===== src/rtl/statemach1_pkg.sv =====
// statemach1_pkg: shared definitions for the statemach1 monitor.
//   STATE_W      width of the monitored state register
//   S0..S7       named state constants
//   ABSORBING    one-hot-per-state mask of states that hold forever (3, 6)
//   mon_state_t  monitor FSM encoding (IDLE: no previous sample, TRACK)
//   legal_step   1 when (from -> to) is an allowed transition
package statemach1_pkg;
  localparam int STATE_W = 3;

  localparam logic [STATE_W-1:0] S0 = 3'd0;
  localparam logic [STATE_W-1:0] S1 = 3'd1;
  localparam logic [STATE_W-1:0] S2 = 3'd2;
  localparam logic [STATE_W-1:0] S3 = 3'd3;
  localparam logic [STATE_W-1:0] S4 = 3'd4;
  localparam logic [STATE_W-1:0] S5 = 3'd5;
  localparam logic [STATE_W-1:0] S6 = 3'd6;
  localparam logic [STATE_W-1:0] S7 = 3'd7;

  // bit n set => state n is absorbing
  localparam logic [7:0] ABSORBING = 8'b0100_1000;

  typedef enum logic {MON_IDLE = 1'b0, MON_TRACK = 1'b1} mon_state_t;

  function automatic logic legal_step(input logic [STATE_W-1:0] from,
                                      input logic [STATE_W-1:0] to);
    logic ok;
    ok = 1'b0;
    case (from)
      S0: ok = (to == S1) || (to == S2);
      S1: ok = (to == S3) || (to == S4);
      S2: ok = (to == S6);
      S3: ok = (to == S3);
      S4: ok = (to == S5) || (to == S6);
      S5: ok = (to == S0);
      S6: ok = (to == S6);
      default: ok = 1'b0;  // nothing leaves 7
    endcase
    return ok;
  endfunction
endpackage


===== src/rtl/statemach1_monitor_trace_fifo.sv =====
// trace_fifo: synchronous FIFO with registered pointers and occupancy count.
//   clk, rst     clock, async active-high reset (empties the FIFO)
//   i_push       write request; accepted when not full, or full with a pop
//   i_data       write data
//   i_pop        read request; ignored when empty
//   o_data       head entry, 0 while empty
//   o_empty      no entries held
//   o_full       DEPTH entries held
// No bypass: a push into an empty FIFO becomes visible the next cycle.
module trace_fifo #(
  parameter int W     = 6,
  parameter int DEPTH = 8
) (
  input  logic         clk,
  input  logic         rst,
  input  logic         i_push,
  input  logic [W-1:0] i_data,
  input  logic         i_pop,
  output logic [W-1:0] o_data,
  output logic         o_empty,
  output logic         o_full
);
  localparam int AW = $clog2(DEPTH);
  localparam logic [AW:0] FULL_CNT = (AW+1)'(DEPTH);

  logic [W-1:0]  r_mem [DEPTH];
  logic [AW-1:0] r_wr_ptr, r_rd_ptr;
  logic [AW:0]   r_cnt;
  logic          w_pop, w_push;

  assign o_empty = (r_cnt == '0);
  assign o_full  = (r_cnt == FULL_CNT);
  assign w_pop   = i_pop && !o_empty;
  // a same-cycle pop frees the slot a full-FIFO push needs
  assign w_push  = i_push && (!o_full || w_pop);
  assign o_data  = o_empty ? '0 : r_mem[r_rd_ptr];

  always_ff @(posedge clk) begin
    if (w_push) r_mem[r_wr_ptr] <= i_data;
  end

  // pointers wrap naturally because DEPTH is a power of two
  always_ff @(posedge clk or posedge rst) begin
    if (rst) begin
      r_wr_ptr <= '0;
      r_rd_ptr <= '0;
      r_cnt    <= '0;
    end else begin
      if (w_push) r_wr_ptr <= r_wr_ptr + 1'b1;
      if (w_pop)  r_rd_ptr <= r_rd_ptr + 1'b1;
      case ({w_push, w_pop})
        2'b10:   r_cnt <= r_cnt + 1'b1;
        2'b01:   r_cnt <= r_cnt - 1'b1;
        default: r_cnt <= r_cnt;
      endcase
    end
  end
endmodule


===== src/rtl/statemach1_monitor.sv =====
// statemach1_monitor: passive checker / trace recorder for the statemach1
// state register.
//   clk, rst           clock, async active-high reset
//   state              monitored state, sampled every edge
//   rd_ready           host accepts the head trace entry
//   rd_valid/rd_data   trace entry {from, to} of each observed state change
//   steps              saturating count of state changes
//   done               combinational: state is absorbing (3/6) while tracking
//   err, err_from/to   sticky flag plus first illegal transition
//   ovf                sticky flag: a change was dropped on a full FIFO
module statemach1_monitor
  import statemach1_pkg::*;
#(
  parameter int DEPTH = 8,
  parameter int CNT_W = 16
) (
  input  logic               clk,
  input  logic               rst,
  input  logic [2:0]         state,
  input  logic               rd_ready,
  output logic               rd_valid,
  output logic [5:0]         rd_data,
  output logic [CNT_W-1:0]   steps,
  output logic               done,
  output logic               err,
  output logic [2:0]         err_from,
  output logic [2:0]         err_to,
  output logic               ovf
);
  mon_state_t         r_mon, w_mon_nxt;
  logic [STATE_W-1:0] r_prev;
  logic               r_err;
  logic [STATE_W-1:0] r_err_from, r_err_to;
  logic [CNT_W-1:0]   r_steps;
  logic               r_ovf;

  logic w_track, w_change, w_illegal, w_pop, w_empty, w_full, w_drop;

  assign w_track   = (r_mon == MON_TRACK);
  assign w_change  = w_track && (state != r_prev);
  assign w_illegal = w_track && !legal_step(r_prev, state);
  assign w_pop     = rd_valid && rd_ready;
  assign w_drop    = w_change && w_full && !w_pop;

  // IDLE only covers the first edge after reset; TRACK holds until reset
  always_ff @(posedge clk or posedge rst) begin
    if (rst) r_mon <= MON_IDLE;
    else     r_mon <= w_mon_nxt;
  end

  always_comb begin
    w_mon_nxt = r_mon;
    case (r_mon)
      MON_IDLE:  w_mon_nxt = MON_TRACK;
      MON_TRACK: w_mon_nxt = MON_TRACK;
      default:   w_mon_nxt = MON_IDLE;
    endcase
  end

  always_ff @(posedge clk or posedge rst) begin
    if (rst) begin
      r_prev     <= '0;
      r_err      <= 1'b0;
      r_err_from <= '0;
      r_err_to   <= '0;
      r_steps    <= '0;
      r_ovf      <= 1'b0;
    end else begin
      r_prev <= state;
      if (w_illegal && !r_err) begin
        r_err      <= 1'b1;
        r_err_from <= r_prev;
        r_err_to   <= state;
      end
      if (w_change && (r_steps != '1)) r_steps <= r_steps + 1'b1;
      if (w_drop) r_ovf <= 1'b1;
    end
  end

  trace_fifo #(.W(6), .DEPTH(DEPTH)) u_fifo (
    .clk     (clk),
    .rst     (rst),
    .i_push  (w_change),
    .i_data  ({r_prev, state}),
    .i_pop   (w_pop),
    .o_data  (rd_data),
    .o_empty (w_empty),
    .o_full  (w_full)
  );

  assign rd_valid = !w_empty;
  assign done     = w_track && ABSORBING[state];
  assign steps    = r_steps;
  assign err      = r_err;
  assign err_from = r_err_from;
  assign err_to   = r_err_to;
  assign ovf      = r_ovf;
endmodule


===== config.mk =====
export PLATFORM = sky130hd
export DESIGN_NAME = statemach1_monitor
export DESIGN_NICKNAME = d
export VERILOG_FILES = /design/src/rtl/statemach1_pkg.sv /design/src/rtl/statemach1_monitor_trace_fifo.sv /design/src/rtl/statemach1_monitor.sv
export SDC_FILE = /design/constraint.sdc
export NUM_CORES = 1
export LEC_CHECK = 0
export ABC_CLOCK_PERIOD_IN_PS = 6010
export CORE_UTILIZATION = 61
export DETAILED_ROUTE_END_ITERATION = 12
export GPL_TIMING_DRIVEN = 0
export PLACE_DENSITY = 0.85
export SLEW_MARGIN = 30
export SYNTH_ARGS = -nofsm -noshare
export SYNTH_HDL_FRONTEND = slang
export SYNTH_HIERARCHICAL = 1
export SYNTH_SLANG_ARGS = --single-unit

===== constraint.sdc =====
create_clock -name clk -period 6.01 [get_ports clk]
set_input_delay 1.803 -clock clk [delete_from_list [all_inputs] [get_ports clk]]
set_output_delay 1.803 -clock clk [all_outputs]
set_load 0.03 [all_outputs]

# == Word-level counts from Yosys, hierarchy flattened ==
# Memory sizes are Yosys's and may differ from the RTL's.
# Cells that the tools add are included.
# classes
n_addsub,5
magnitude_cmp,1
n_eq_ne,17
n_mux,6
reduce_logical,24
# ops
cell,n
$eq 3x3->1 const B,6
$add 16x1->16 const B,1
$ne 16x16->1 const B,1
$eq 3x2->1 const B,4
$logic_and 1x1->1,10
$pmux 4 s2,1
$add 3x1->3 const B,2
$eq 3x1->1 const B,2
$logic_not 3->1,2
$mux 6,1
$pmux 1 s6,1
$logic_not 1->1,5
$add 4x1->4 const B,1
$eq 4x4->1 const B,1
$logic_not 4->1,1
$logic_or 1x1->1,4
$lt 3x4->1 const B,1
$sub 4x1->4 const B,1
$mux 1,3
$ne 3x3->1,1
$eq 2x1->1 const B,1
$eq 2x2->1 const B,1
$reduce_bool 2->1,1
$reduce_or 2->1,1
# totals
ff_bits,38
mem_bits_rw,48
rom_bits,8
in_bits,6
out_inout_bits,32
word_cells,65
n_memories,2
# memory_table
name,depth,word_bits,rd,rd_clocked_by_memory_dff,wr,line_no,text
u_fifo.r_mem,8,6,1,0,1,statemach1_monitor_trace_fifo.sv:26,logic [W-1:0] r_mem [DEPTH];
(no name shown),8,1,1,0,0,statemach1_monitor.sv:92,assign done = w_track && ABSORBING[state];

# == Longest topological paths before layout ==
# Gate-level depths: netlist of run 1.
# depth
depth_word,8
mapped_depth,12
mapped_depth_nobuf,11

# == By module ==
# The synthesis of run 1 kept the hierarchy.
# by_module_without_submodules
mod,n_inst,cells_each,area_each_um2,seq_area_each_um2
trace_fifo,1,146,2483.6,1691.6
statemach1_monitor,1,113,1347.5,700.7

# == Worst setup path after synthesis of run 1 ==
# OpenSTA, ideal clock, no wires.
# synth_path
path_kind,input-to-output
start,input port state[0]
end,output port done
arrival_time_ns,2.406
required_time_ns,4.207
setup_slack_ns,1.801
cell_stages,3
path_buffers,1
path_cell_list,buf_4 -> xor2_1 -> and3_1
# synth_via
elab_chain_cells,3
# synth_lines
element,line_no,text
start: declaration,statemach1_monitor.sv:19,"input logic [2:0] state,"
$mem_v2 8x1,n/a,
$mux 1 (not written as such),statemach1_monitor.sv:92,
$logic_and 1x1->1,statemach1_monitor.sv:92,
end: declaration,statemach1_monitor.sv:24,"output logic done,"
# No other way between the ends. The select of a mux whose other input is x is not followed.

# == Worst setup path in the final report of run 1 ==
# Same ends and word-level chain as after synthesis.

==> metrics.md, run 1 <==
| Metric | Value |
|---|---|
| Fin crit period | `5.55 ns` |
| CP Data Required Time | `4.21 ns` |
| CTS sink count | `86` |
| Count of yosys warnings during synthesis | `6` |
| First-pass DRT Iterations | `4` |
| Main area contributors after synthesis | `edfxtp_1, dfrtp_1, mux4_2` |
| # setup viols final | `0` |
| Crit-path slowest cell | `clkdlybuf4s50_1` |
| WP buf/inv | `3` |
| Hold/Removal Path Class | `flop to flop` |
| Util after Layout | `74.9%` |
| Die X | `81.3 um` |
| Setup Buffers After CTS | `0` |
| Crit-path most repeated cell | `clkdlybuf4s50_1` |
| Worst R2R Start | `u_fifo/r_cnt[0]` |
| Tcrit/Tclk final | `92.4%` |
| Ys async rst share | `44.2%` |
| Slew Viols, Final | `0` |
| Port bufs | `37` |
| Clock-pin slew on the worst setup and hold paths | `0.08 ns` |
| Count leader, synth | `edfxtp_1` |
| Clk Tree Root Cell | `clkbuf_8` |
| Sequential share of the synthesized area | `62.4%` |
| Worst IR Drop VDD | `0.000368 V` |
| Worst setup path startpoint | `state[0]` |
| Final WL | `6690 um` |
| Core box area | `0.00599 mm2` |
| Cell total after placement | `371` |
| Final Non-Filler Cells | `387` |
| Crit path kind | `input pin to output port` |
| Mean Syn Cell Area | `14.8 um2` |
| Vias/cell | `5.79` |
| Clock Latency Late Sink | `0.34 ns` |
| Ys flop type | `edfxtp_1` |
| Fillers | `374` |
| Post-synthesis cell area | `0.00383 mm2` |
| Dpl ws | `0.494 ns` |
| Rel. slew slack | `36.0%` |
| Final Hold Viols | `0` |
| Vias in the first global route | `2128` |
| Unrepaired setup endpoints after global routing | `false` |
| Largest net degree at the start of global routing | `29` |
| DIE AREA | `0.00660 mm2` |
| Post-CTS Resized | `0` |
| Number of remaining DRC errors | `0` |
| Num rows | `28` |
| Max Clk Rate | `180 MHz` |
| Post-detail-place hpwl | `4650 um` |
| Per-cell routed wire length | `17.3 um` |
| Max stage delay on crit path | `0.72 ns` |
| Max-cap viol count | `0` |
| ANT cells | `0` |
| Initial antenna violation count | `0` |
| EDFF count, synth | `48` |
| CP startpoint kind | `input pin` |
| Crit path max-delay family | `buffers and inverters` |
| # IOs | `38` |
| Die Span Y | `81.3 um` |
| Fin Setup TNS | `0 ns` |
| Nature of the critical path endpoint | `output port` |
| CP cell instances | `clkdlybuf4s50_1 > buf_4 > xor2_1 > and3_1 > clkdlybuf4s50_1` |
| Area leader, netlist | `edfxtp_1` |
| Yosys top cell area share | `37.6%` |
| Final setup margin | `0.456 ns` |
| H-tree lvl count | `3` |
| Layout cells sized above 1 | `16.3%` |
| Yosys reg bits | `86` |
| Initial Utilization | `64.0%` |
| Hold Buf Count CTS | `0` |
| CTS tree | `built` |
| Nets | `319` |
| ANT nets after route | `0` |
| Remaining global-route overflow | `0` |
| WHS | `0.462 ns` |
| Pwr Density | `468 mW/mm2` |
| Skew final | `0.00627 ns` |
| Routability cong. | `0.795` |
| Status | `completed` |
| Num CTS Buffers | `9` |
| Critical-path maximum fanout | `10` |
| Lkg Pwr | `1.73 nW` |
| Worst EP arrival | `3.75 ns` |
| Worst Max-Slew Pin Slew | `0.953 ns` |
| Area grow syn2layout | `17.1%` |
| Syn Inst Count | `259` |
| Top cells by count, synth | `edfxtp_1, dfrtp_1, nor2_1` |
| Initial DRC Count | `108` |
| Deepest clock path buffer count | `2` |
| First-pass GRT wire length | `10600 um` |
| Via count | `2239` |
| Unique cell type count in the Yosys netlist | `53` |
| Mapped Nets | `271` |
| Hold_sp | `ovf` |
| GR Util All Layers | `22.9%` |
==> routing by layer <==
| metal | GRT usage [%] | vias up | part of all wire, % |
|---|---|---|---|
| met2 | 36.4 | 63 | 51 |
| met4 | 9.11 | 0 | 1.4 |
| met3 | 4.94 | 13 | 3.9 |
| met5 | 0 | - | 0 |
| met1 | 31.2 | 1112 | 44 |
| li1 | - | 1051 | - |
==> where the power goes <==
group          internal [mW]  total, mW  leakage [nW]  switching (mW)
Sequential             0.750      0.855         0.904           0.105
Combinational          0.395      0.858         0.726           0.463
Clock                  0.191      0.385         0.100           0.194
Total                   1.34       2.10          1.73           0.761
==> path summary, 6_finish.rpt <==
kind,to,slack (ns),cells after the start
worst max-delay path,done,0.46,5
worst min-delay path,ovf,0.46,1
worst max register to register,u_fifo/r_cnt[3],2.62,12
worst min register to register,ovf,0.46,1
max in group asynchronous,r_prev[2],3.79,2
min in group asynchronous,u_fifo/r_cnt[0],1.78,2
==> layout by cell type, fill, tap and decap left out, types with 3 or more instances in the layout <==
| cell | count |
|---|---|
| a21oi_1 | 4 |
| and3_1 | 6 |
| clkbuf_8 | 9 |
| clkdlybuf4s50_1 | 37 |
| clkinv_2 | 3 |
| dfrtp_1 | 38 |
| edfxtp_1 | 48 |
| ha_1 | 5 |
| inv_1 | 12 |
| mux2_1 | 3 |
| mux2_2 | 6 |
| mux2i_1 | 7 |
| mux4_2 | 12 |
| nand2_1 | 15 |
| nand2b_1 | 6 |
| nand3_1 | 3 |
| nand4_1 | 6 |
| nor2_1 | 20 |
| nor2b_1 | 3 |
| nor3_1 | 4 |
| o21ai_0 | 3 |
| xnor2_1 | 12 |
| xor2_1 | 7 |
==> through the flow <==
step | power, mW | area, um2
2_1_floorplan | 1.43 | 3830
4_1_cts | 2.11 | 4490
3_5_place_dp | 1.73 | 4300
6_report | 2.10 | 4490
5_1_grt | 2.20 | 4490
3_3_place_gp | 1.68 | 4300
==> cell type report <==
class	count	area [um2]	share of cell area, %
sequential	86	2390	53.3
multi-input combinational	154	1350	30.2
timing repair buffer	37	370	8.26
clock buffer	10	128	2.85
tap	75	93.8	2.09
clock inverter	6	62.6	1.39
inverter	14	52.6	1.17
buffer	5	33.8	0.753
==> logic make-up (layout without fill, tap and decap cells) <==
logic type                 count (synthesis)  after routing  synth area share [%]
DFF                                       86             86                  62.4
and+or+nand+nor                           72             72                  10.0
muxes                                     29             29                  11.9
AOI/OAI and AO/OA                         25             25                  5.91
xor gates and xnor gates                  21             21                  5.19
buffers and inverters                     19             72                  2.25
adders and majority gates                  6              6                  2.16
other                                      1              1                0.0979
==> sequential cells by signal, summed over array words and instances (netlist names) <==
register / flops
u_fifo/r_rd_ptr: 3
r_mon: 1
err: 1
err_from: 3
steps: 16
err_to: 3
u_fifo/r_wr_ptr: 3
ovf: 1
u_fifo/r_mem: 48
r_prev: 3
u_fifo/r_cnt: 4
No activity file was read; power rests on OpenSTA's default activity.
==> run 2: changes to the inputs <==
CORE_ASPECT_RATIO = 1.75   (was not set)
==> run 2 against run 1 <==
Effect of this change: via count is essentially flat; non-clock buffer count is the same; register-to-register slack lost 0.06 ns; power is essentially flat; combinational power grew 0.5%; sequential power is essentially flat; sequential share of layout area is the same; clock power shrank 2%; count of clock-buffer cells in the layout grew 1; critical endpoint unchanged; highest routed layer unchanged.
==> metrics.md, run 2 (synthesis results as in run 1) <==
| Metric | Value |
|---|---|
| Layout cells sized above 1 | `15.8% (-0.59 points)` |
| Reg-to-reg setup timing slack | `2.56 ns (-0.06 ns)` |
| Die Span Y | `107 um (+31%)` |
| Worst R2R Start | `u_fifo/r_cnt[0]` |
| Power Total | `2.10 mW (about the same)` |
| Max Clk Rate | `182 MHz (+1.2%)` |
| Clock Latency Late Sink | `0.36 ns (+0.02 ns)` |
| Clock-pin slew on the worst setup and hold paths | `0.08 ns (about the same)` |
| Min-Delay Endpoint | `ovf` |
| Worst hold path cell count | `1 (unchanged)` |
| Worst IR Drop VDD | `0.000403 V (+9.4%)` |
| Setup Buffers After CTS | `0 (unchanged)` |
| Reg2reg path depth | `12 (unchanged)` |
| Worst setup path startpoint | `state[0]` |
| Num CTS Buffers | `9 (unchanged)` |
| ANT cells | `0 (unchanged)` |
| Hold_sp | `ovf` |
| Worst EP arrival | `3.69 ns (-0.06 ns)` |
| Hold Buf Count CTS | `0 (unchanged)` |
| Vias/cell | `5.76 (-0.43%)` |
| Routability cong. | `0.757 (-4.8%)` |
| Hold/Removal Path Class | `flop to flop` |
| First-pass DRT Iterations | `4 (unchanged)` |
| Final WL | `7040 um (+5.2%)` |
| Dpl ws | `0.529 ns (+0.0354 ns)` |
| Final Non-Filler Cells | `389 (+0.52%)` |
| CP Data Required Time | `4.21 ns (about the same)` |
| Most frequent cells in the layout | `edfxtp_1, dfrtp_1, clkdlybuf4s50_1` |
| Fillers | `381 (+1.9%)` |
| Remaining global-route overflow | `0 (unchanged)` |
| Util after Layout | `75.1% (+0.24 points)` |
| Lkg Pwr | `1.72 nW (-0.66%)` |
| Num rows | `37 (+32%)` |
| Tcrit/Tclk final | `91.4% (-1.1 points)` |
| Number of remaining DRC errors | `0 (unchanged)` |
| Unrepaired setup endpoints after global routing | `false` |
| Initial Utilization | `64.2% (+0.20 points)` |
| Status | `completed` |
| Fin Setup TNS | `0 ns (unchanged)` |
| Crit path kind | `input pin to output port` |
| First-pass GRT wire length | `11200 um (+5.7%)` |
| GR Util All Layers | `24.7% (+1.7 points)` |
| Pwr Density | `467 mW/mm2 (about the same)` |
| Reg2reg end | `u_fifo/r_cnt[3]` |
| Final Hold Viols | `0 (unchanged)` |
| WHS | `0.464 ns (+0.00157 ns)` |
| Initial DRC Count | `71 (-34%)` |
| H-tree lvl count | `3 (unchanged)` |
| Post-CTS Resized | `0 (unchanged)` |
| Fin area | `0.00449 mm2 (unchanged)` |
| CTS tree | `built` |
| Cell total after placement | `374 (+0.81%)` |
| Deepest clock path buffer count | `2 (unchanged)` |
| Number of flip-flops under the largest register name | `48 (unchanged)` |
| Nets | `319 (unchanged)` |
| Core box area | `0.00597 mm2 (-0.31%)` |
| Per-cell routed wire length | `18.1 um (+4.7%)` |
| Die X | `61.9 um (-24%)` |
| Via count | `2241 (+0.089%)` |
| # IOs | `38 (unchanged)` |
| Clk Tree Root Cell | `clkbuf_8` |
| CP startpoint kind | `input pin` |
| Rel. slew slack | `32.6% (-3.4 points)` |
| Critical-path maximum fanout | `10 (unchanged)` |
| Final setup margin | `0.519 ns (+0.0633 ns)` |
| Worst Max-Slew Pin Slew | `1.00 ns (+0.0507 ns)` |
| Largest net degree at the start of global routing | `29 (unchanged)` |
| Skew final | `0.0124 ns (+0.00614 ns)` |
| Port bufs | `37 (unchanged)` |
| Post-detail-place hpwl | `4960 um (+6.7%)` |
| Vias in the first global route | `2341 (+10%)` |
| Fin crit period | `5.49 ns (-0.0633 ns)` |
| # setup viols final | `0 (unchanged)` |
| ANT nets after route | `0 (unchanged)` |
| Slew Viols, Final | `0 (unchanged)` |
| Area grow syn2layout | `17.1% (unchanged)` |
| Most common library cell in the layout ignoring fill and taps | `edfxtp_1` |
| Max-cap viol count | `0 (unchanged)` |
| Nature of the critical path endpoint | `output port` |
| CTS sink count | `86 (unchanged)` |
| Initial antenna violation count | `0 (unchanged)` |
| Placement Cell Area | `0.00430 mm2 (about the same)` |
| Biggest register | `u_fifo/r_mem` |
| DIE AREA | `0.00661 mm2 (+0.18%)` |
## run 2: changes by cell type in the layout (fill, tap and decap cells not counted)
cell and delta:
clkinv_2 -3, clkbuf_1 +1, clkinv_1 +1, clkinv_4 -1, clkinvlp_4 +1, nor3_1 -1, nor3_2 +1
## run 2: worst max path at each step
stage	endpoint	slack, ns	depth (start not counted)
3_3_place_gp	done	0.53	5
5_1_grt	done	0.44	5
6_report	done	0.52	5
3_5_place_dp	done	0.53	5
2_1_floorplan	done	1.80	3
4_1_cts	done	0.51	5
## run 2: cell type report
cell class / count / area (um2) / area share (%)
sequential: 86 / 2390 / 53.3
tap: 78 / 97.6 / 2.18
clock buffer: 11 / 131 / 2.93
multi-input combinational: 154 / 1360 / 30.3
timing repair buffer: 37 / 370 / 8.26
inverter: 14 / 52.6 / 1.17
buffer: 5 / 33.8 / 0.753
clock inverter: 4 / 50.0 / 1.12
## run 2: critical path, cell delays in order
cell	delay, ns
clkdlybuf4s50_1	0.68
buf_4	0.23
xor2_1	0.13
and3_1	0.17
clkdlybuf4s50_1	0.67
## run 2: power by group
group	internal, mW	total, mW	switching [mW]	leakage, nW
Sequential	0.750	0.855	0.105	0.904
Clock	0.189	0.379	0.190	0.0870
Combinational	0.395	0.862	0.466	0.728
Total	1.33	2.10	0.762	1.72
## run 2: routing by layer
layer / track usage [%] / vias up / part of all wire [%] / wire length, um
met5: 0 / - / 0 / 0
met3: 6.27 / 19 / 3.8 / 271
met4: 15.1 / 0 / 3.7 / 262
li1: - / 1041 / - / -
met2: 40.2 / 60 / 54 / 3780
met1: 27.9 / 1121 / 39 / 2720
